--- config.mk ---
export PLATFORM = sky130hd
export DESIGN_NAME = hazard_stall_unit
export DESIGN_NICKNAME = d
export VERILOG_FILES = /design/src/rtl/hazard_stall_unit.sv
export SDC_FILE = /design/constraint.sdc
export NUM_CORES = 1
export LEC_CHECK = 0
export CAP_MARGIN = 20
export CORE_ASPECT_RATIO = 1.2
export CORE_MARGIN = 3
export CORE_UTILIZATION = 42
export DETAILED_ROUTE_END_ITERATION = 16
export HOLD_SLACK_MARGIN = 0.05
export PLACE_DENSITY = 0.75
export SLEW_MARGIN = 20
export SYNTH_ARGS = -nofsm -noshare
export SYNTH_HDL_FRONTEND = slang
export SYNTH_SLANG_ARGS = --single-unit
export TNS_END_PERCENT = 10
--- constraint.sdc ---
create_clock -name clk -period 2.5 [get_ports clk]
set_clock_uncertainty 0.15 [all_clocks]
set_input_delay 0.75 -clock clk [delete_from_list [all_inputs] [get_ports clk]]
set_output_delay 0.75 -clock clk [all_outputs]
set_load 0.05 [all_outputs]
--- src/rtl/hazard_stall_unit.sv ---
// Load-use hazard detection and stall control, with shadow EX/MEM/WB records feeding forwarding.
// Define HAZARD_BRANCH_STALL_EN to add stalls for branches resolved in ID.
module hazard_stall_unit (
  input  logic        clk,
  input  logic        rst,
  input  logic [4:0]  IDRS,
  input  logic [4:0]  IDRT,
  input  logic [4:0]  IDRD,
  input  logic        IDRegWrite,
  input  logic        IDMemRead,
  input  logic        IDBranch,
  output logic        PCWrite,
  output logic        IFIDWrite,
  output logic        Bubble,
  output logic        PR3RegWrite,
  output logic [4:0]  RDfromPR3,
  output logic        PR4RegWrite,
  output logic [4:0]  RDfromPR4,
  output logic [15:0] StallCycles
);

  typedef struct packed {
    logic       reg_write;
    logic       mem_read;
    logic [4:0] rd;
  } stage_t;

  typedef enum logic {RUN = 1'b0, STALL = 1'b1} state_t;

  stage_t      ex_reg, mem_reg, wb_reg;
  state_t      state_reg, state_next;
  logic [1:0]  cnt_reg, cnt_next;
  logic [15:0] stall_cnt;
  logic [1:0]  need;
  logic        stall;
  logic        ex_match, mem_match;
  logic        unused_ok;

  // Register 0 is hardwired, so it can never be a producer worth waiting on.
  assign ex_match  = (ex_reg.rd != 5'd0)  && ((ex_reg.rd == IDRS)  || (ex_reg.rd == IDRT));
  assign mem_match = (mem_reg.rd != 5'd0) && ((mem_reg.rd == IDRS) || (mem_reg.rd == IDRT));

  // Rules are applied in increasing N so the last assignment is the largest.
  always_comb begin
    need = 2'd0;
    if (ex_reg.mem_read && ex_match)
      need = 2'd1;
`ifdef HAZARD_BRANCH_STALL_EN
    if (IDBranch) begin
      if ((ex_reg.reg_write && !ex_reg.mem_read && ex_match) || (mem_reg.mem_read && mem_match))
        need = 2'd1;
      if (ex_reg.mem_read && ex_match)
        need = 2'd2;
    end
`endif
  end

  assign unused_ok = ^{IDBranch, mem_match, mem_reg.mem_read, wb_reg.mem_read};

  always_ff @(posedge clk or posedge rst) begin
    if (rst) begin
      state_reg <= RUN;
      cnt_reg   <= 2'd0;
    end else begin
      state_reg <= state_next;
      cnt_reg   <= cnt_next;
    end
  end

  // Hazard inputs are only sampled in RUN; STALL simply counts down.
  always_comb begin
    state_next = state_reg;
    cnt_next   = cnt_reg;
    case (state_reg)
      RUN: begin
        cnt_next = 2'd0;
        if (need > 2'd1) begin
          state_next = STALL;
          cnt_next   = need - 2'd1;
        end
      end
      STALL: begin
        cnt_next = cnt_reg - 2'd1;
        if (cnt_reg == 2'd1)
          state_next = RUN;
      end
      default: begin
        state_next = RUN;
        cnt_next   = 2'd0;
      end
    endcase
  end

  always_comb begin
    stall = 1'b0;
    case (state_reg)
      RUN:     stall = (need != 2'd0);
      STALL:   stall = 1'b1;
      default: stall = 1'b0;
    endcase
  end

  assign PCWrite   = !stall;
  assign IFIDWrite = !stall;
  assign Bubble    = stall;

  always_ff @(posedge clk or posedge rst) begin
    if (rst) begin
      ex_reg    <= '0;
      mem_reg   <= '0;
      wb_reg    <= '0;
      stall_cnt <= 16'd0;
    end else begin
      wb_reg  <= mem_reg;
      mem_reg <= ex_reg;
      ex_reg  <= stall ? stage_t'('0) : stage_t'({IDRegWrite, IDMemRead, IDRD});
      if (stall && (stall_cnt != 16'hFFFF))
        stall_cnt <= stall_cnt + 16'd1;
    end
  end

  assign PR3RegWrite = mem_reg.reg_write;
  assign RDfromPR3   = mem_reg.rd;
  assign PR4RegWrite = wb_reg.reg_write;
  assign RDfromPR4   = wb_reg.rd;
  assign StallCycles = stall_cnt;

endmodule

### Word level (Yosys, flattened, before mapping)

Index checks and enable logic that the tools add are counted.

| cells by class | value |
|---|---|
| add/sub/neg operators | 3 |
| magnitude comparators | 1 |
| eq/ne operators | 4 |
| mux-type cells | 8 |
| bitwise operators | 1 |
| reduce and logical (&&, ||, !) cells | 7 |

Operator list:

| kind | number |
|---|---|
| 16-bit by 1-bit adder with 16-bit output, second input constant | 1 |
| 16-bit inequality test, second input constant | 1 |
| 5-bit equality test | 2 |
| 7-bit two-way mux | 1 |
| 5-bit nonzero test | 1 |
| 1-bit one-hot mux with 2 select lines | 2 |
| 2-bit one-hot mux with 2 select lines | 1 |
| 2-bit by 1-bit subtractor with 2-bit output, second input constant | 2 |
| 1-bit logical AND | 3 |
| 1-bit two-way mux | 3 |
| 2-bit by 1-bit equality test with 1-bit output, second input constant | 1 |
| 2-bit by 1-bit greater-than comparator with 1-bit output, second input constant | 1 |
| 2-bit two-way mux | 1 |
| 2-bit nonzero test | 1 |
| 1-bit zero test | 1 |
| 1-bit logical OR | 1 |
| 1-bit NOT | 1 |

| word-level totals | value |
|---|---|
| flip-flop bits (word level) | 38 |
| bits of input ports | 20 |
| output and inout bits | 31 |
| word-level logic and storage cells | 34 |

### Logic depth before layout (Yosys ltp)

| logic depth | value |
|---|---|
| depth after elaboration | 8 |
| mapped depth | 7 |
| depth with buffers taken out | 6 |

### Worst setup path after synthesis

Ideal clock, no wire load.

| timing | value |
|---|---|
| path kind | input to output |
| start point | input IDRT[3] |
| end point | output Bubble |
| arrival time | 2129 ps |
| required time | 1600 ps |
| setup slack | -529 ps |
| cell stages on the path | 6 |
| path buffers | 1 |
| cells stage by stage | xor2_1 nor3_2 a22oi_4 buf_6 o21a_2 inv_1 |

| on the way | value |
|---|---|
| word-level cells in the longest chain between the ends | 7 |

RTL lines:

| element | line | source |
|---|---|---|
| start: declaration | 7 | `input logic [4:0] IDRT,` |
| 5-bit equality test | 40 | `assign ex_match = (ex_reg.rd != 5'd0) && ((ex_reg.rd == IDRS) \|\| (ex_reg.rd == IDRT));` |
| 1-bit logical OR | 40 |  |
| 1-bit logical AND | 40 |  |
| 1-bit logical AND | 46 | `if (ex_reg.mem_read && ex_match)` |
| 1-bit two-way mux | 46 |  |
| 2-bit nonzero test | 97 | `RUN: stall = (need != 2'd0);` |
| 1-bit one-hot mux with 2 select lines | 96 | `case (state_reg)` |
| end: declaration | 14 | `output logic Bubble,` |

Every way passes these cells.

### Worst setup path after layout

| timing | value |
|---|---|
| start point | input IDRT[4] |
| end point | output Bubble |

The elaborated chain is that of the path after synthesis.

==> results.toml <==
[synth]
synth.area.top_cells = "dfrtp_1 53%, xor2_1 10%, a2111oi_2 5.0%"
async_flop_share_pct = 100
ys_ff_latch = 38
seq_area_frac_synth_pct = 53.2
synth_warnings = 0
synth_cell_type_count = 35
synthFlopType = "dfrtp_1"
synth_top_area_share_pct = 53.2
netlist_area_mm2 = 0.00179
yosysTopAreaCell = "dfrtp_1"
syn_nets = 162
synth_area_per_cell_um2 = 12.8
synth_edf_count = 0
synth_cells = 140

[placed_design]
numPortBuffers = 49
placed_area_mm2 = 0.00239
place.gp.congestion = 0.790
dp_hpwl_mm = 2.87

[cts]
cts_buffers = 5
clkLatencyLatePin_ns = 0.28
ctsRootBufferMaster = "clkbuf_8"
cts_tree = "yes"
htreeDepth = 2
cts_max_path_buffers = 2
clk_pin_slew_ns = 0.07
cts_sinks = 38

[setup_path]
cp-start-kind = "input port"
crit_fanout = 5
rrSetupSlack_ns = 0.26
worstPathRequired_ns = 1.60
endpoint_kind = "output port"
cp.arrival_ns = 1.83
crit_type = "input port to output port"

[global_routing]
grt_max_degree = 39
grt.overflow.total = 0
grt_pass1_vias = 1432
grt.total_usage_pct = 17.1
grt_antenna_before_repair = 0
grt_pass1_wl_mm = 6.70

[finish]
area_delta_synth_final_pct = 41.6
drive_above_1_share_pct = 33.2
num_antenna_cells = 0
post-route-util_pct = 63.2
largest_reg_flops = 16
final_area_mm2 = 0.00253
nNetsFinal = 224

[status]
status = "complete, but fails checks"
failed_checks = "negative setup slack"

[power_and_ir_drop]
pwr-share-comb_pct = 36.2
p_sw_uw = 764
p_int_uw = 1270
leakagePower_uw = 0.00104
finalPower_uw = 2040
switching_share_pct = 37.5
powerDensity_mw_per_mm2 = 804
irDropWorstVdd_mv = 0.642
p_clk_share_pct = 25.3
pwr-share-seq_pct = 38.4

[timing]
fmax_mhz = 366
slew_viol_final = 0
tightest_slew_ns = 0.507
rsz0062_at_grt = "yes"
period_share_pct = 109
relSlewSlack_pct = 66.1
hold_viol = 0
setup_violations = 3
setup_ws_ns = -0.235
period_needed_ns = 2.73

[floorplanning]
ios = 51
initial_core_util_pct = 44.6
die_x_um = 65.5
die-area_mm2 = 0.00508
core_area_mm2 = 0.00400
rows = 25
die_y_um = 77.5

[detailed_routing]
first_pass_iters = 4
vias = 1307
drt_wl_total_mm = 3.85
via_per_inst = 5.11
drtAntennaViolNets = 0
post_drt_wl_per_cell_um = 15.1
drtIter0Drc = 33
drcViolationCount = 0

[flow_run]
maxCapViolations = 0

[min_path]
min_path_type = "flip-flop to flip-flop"
[Yosys cell counts, types with 2 or more instances]
cell,n
ha_1,2
buf_6,2
inv_1,5
nor2b_1,2
nand4_1,5
nor3_2,2
a211oi_2,6
xnor2_1,2
a2111oi_2,6
nor2_1,6
nand2_1,9
nand3_1,4
xor2_1,21
dfrtp_1,38
and2_1,8
mux2i_1,3
[cell families (layout without fill, tap and decap cells)]
family,after synthesis,count (layout),share of synthesized area (%)
buffers and inverters,10,72,3.15
and+or+nand+nor,45,45,15.1
adders and majority gates,2,2,1.40
xor gates and xnor gates,23,23,11.3
muxes,4,4,2.31
DFF,38,38,53.2
AOI/OAI and AO/OA,18,18,13.5
[critical path, cell delays in order]
cell and delay (ns):
buf_6 0.09, xor2_1 0.14, nor3_2 0.25, a22oi_4 0.12, o21a_4 0.26, clkinvlp_4 0.08, buf_8 0.13
[metal layers]
| metal | vias up | track usage [%] | share of wire (%) |
|---|---|---|---|
| li1 | 614 | - | - |
| met1 | 651 | 21.3 | 41 |
| met2 | 36 | 28.5 | 53 |
| met3 | 6 | 4.34 | 4.2 |
| met4 | 0 | 6.02 | 1.4 |
| met5 | - | 0 | 0 |
[final timing paths]
path | from | end | cells after the start
setup reg to reg | StallCycles[0]$_DFFE_PP0P_ | StallCycles[12]$_DFFE_PP0P_ | 5
setup / recovery | IDRT[4] | Bubble | 7
hold / removal | ex_reg[6]$_DFF_PP0_ | PR3RegWrite$_DFF_PP0_ | 0
min in group asynchronous | rst | StallCycles[2]$_DFFE_PP0P_ | 3
max in group asynchronous | rst | ex_reg[4]$_DFF_PP0_ | 3
hold reg to reg | ex_reg[6]$_DFF_PP0_ | PR3RegWrite$_DFF_PP0_ | 0
[final cells by class]
cell class,instances,area (um^2)
multi-input cells,92,811
flip-flops and latches,38,953
repair buffers,59,559
clock buffers,6,82.6
well taps,54,67.6
fillers,340,1470
inverters,6,26.3
clock inverters,1,30.0
[layout by cell type (no fill, tap or decap), types with 3 or more instances in the layout]
cell             Yosys  routed
a2111oi_2            6       6
buf_2                0       4
inv_1                5       4
dfrtp_1             38      36
nand2_1              9       9
buf_6                2       4
a211oi_2             6       6
xor2_1              21      18
clkdlybuf4s50_1      0      27
xor2_2               0       3
buf_4                1      18
mux2i_1              3       3
nand3_1              4       4
nand4_1              5       5
nor2_1               6       5
clkbuf_8             0       6
and2_1               8       8
[stage by stage]
step                hold slack (ns)  instances  setup WS [ns]  setup TNS (ns)
finish                        0.208        256         -0.235          -0.582
global route                  0.225        256         -0.300          -0.688
CTS                           0.211        256         -0.240          -0.592
detailed placement            0.198        248         -0.598           -4.45
global placement              0.185        248         -0.564           -3.43
floorplan                     0.181        140         -0.441          -0.971
[repair_timing]
action	in CTS	in global routing
setup buffers	1	0
hold buffers	0	0
pin swaps	10	1
setup endpoints to repair	3	4
resized for setup	44	5
[power by group through the flow]
stage                     logic, uW  registers (uW)  clock network (uW)
after floorplan                 250            1030                   0
after global placement          720             788                   0
after detailed placement        735             792                   0
after CTS                       742             782                 526
after global routing            783             797                 555
final                           738             782                 515
Power figures use the tool's default switching activity.
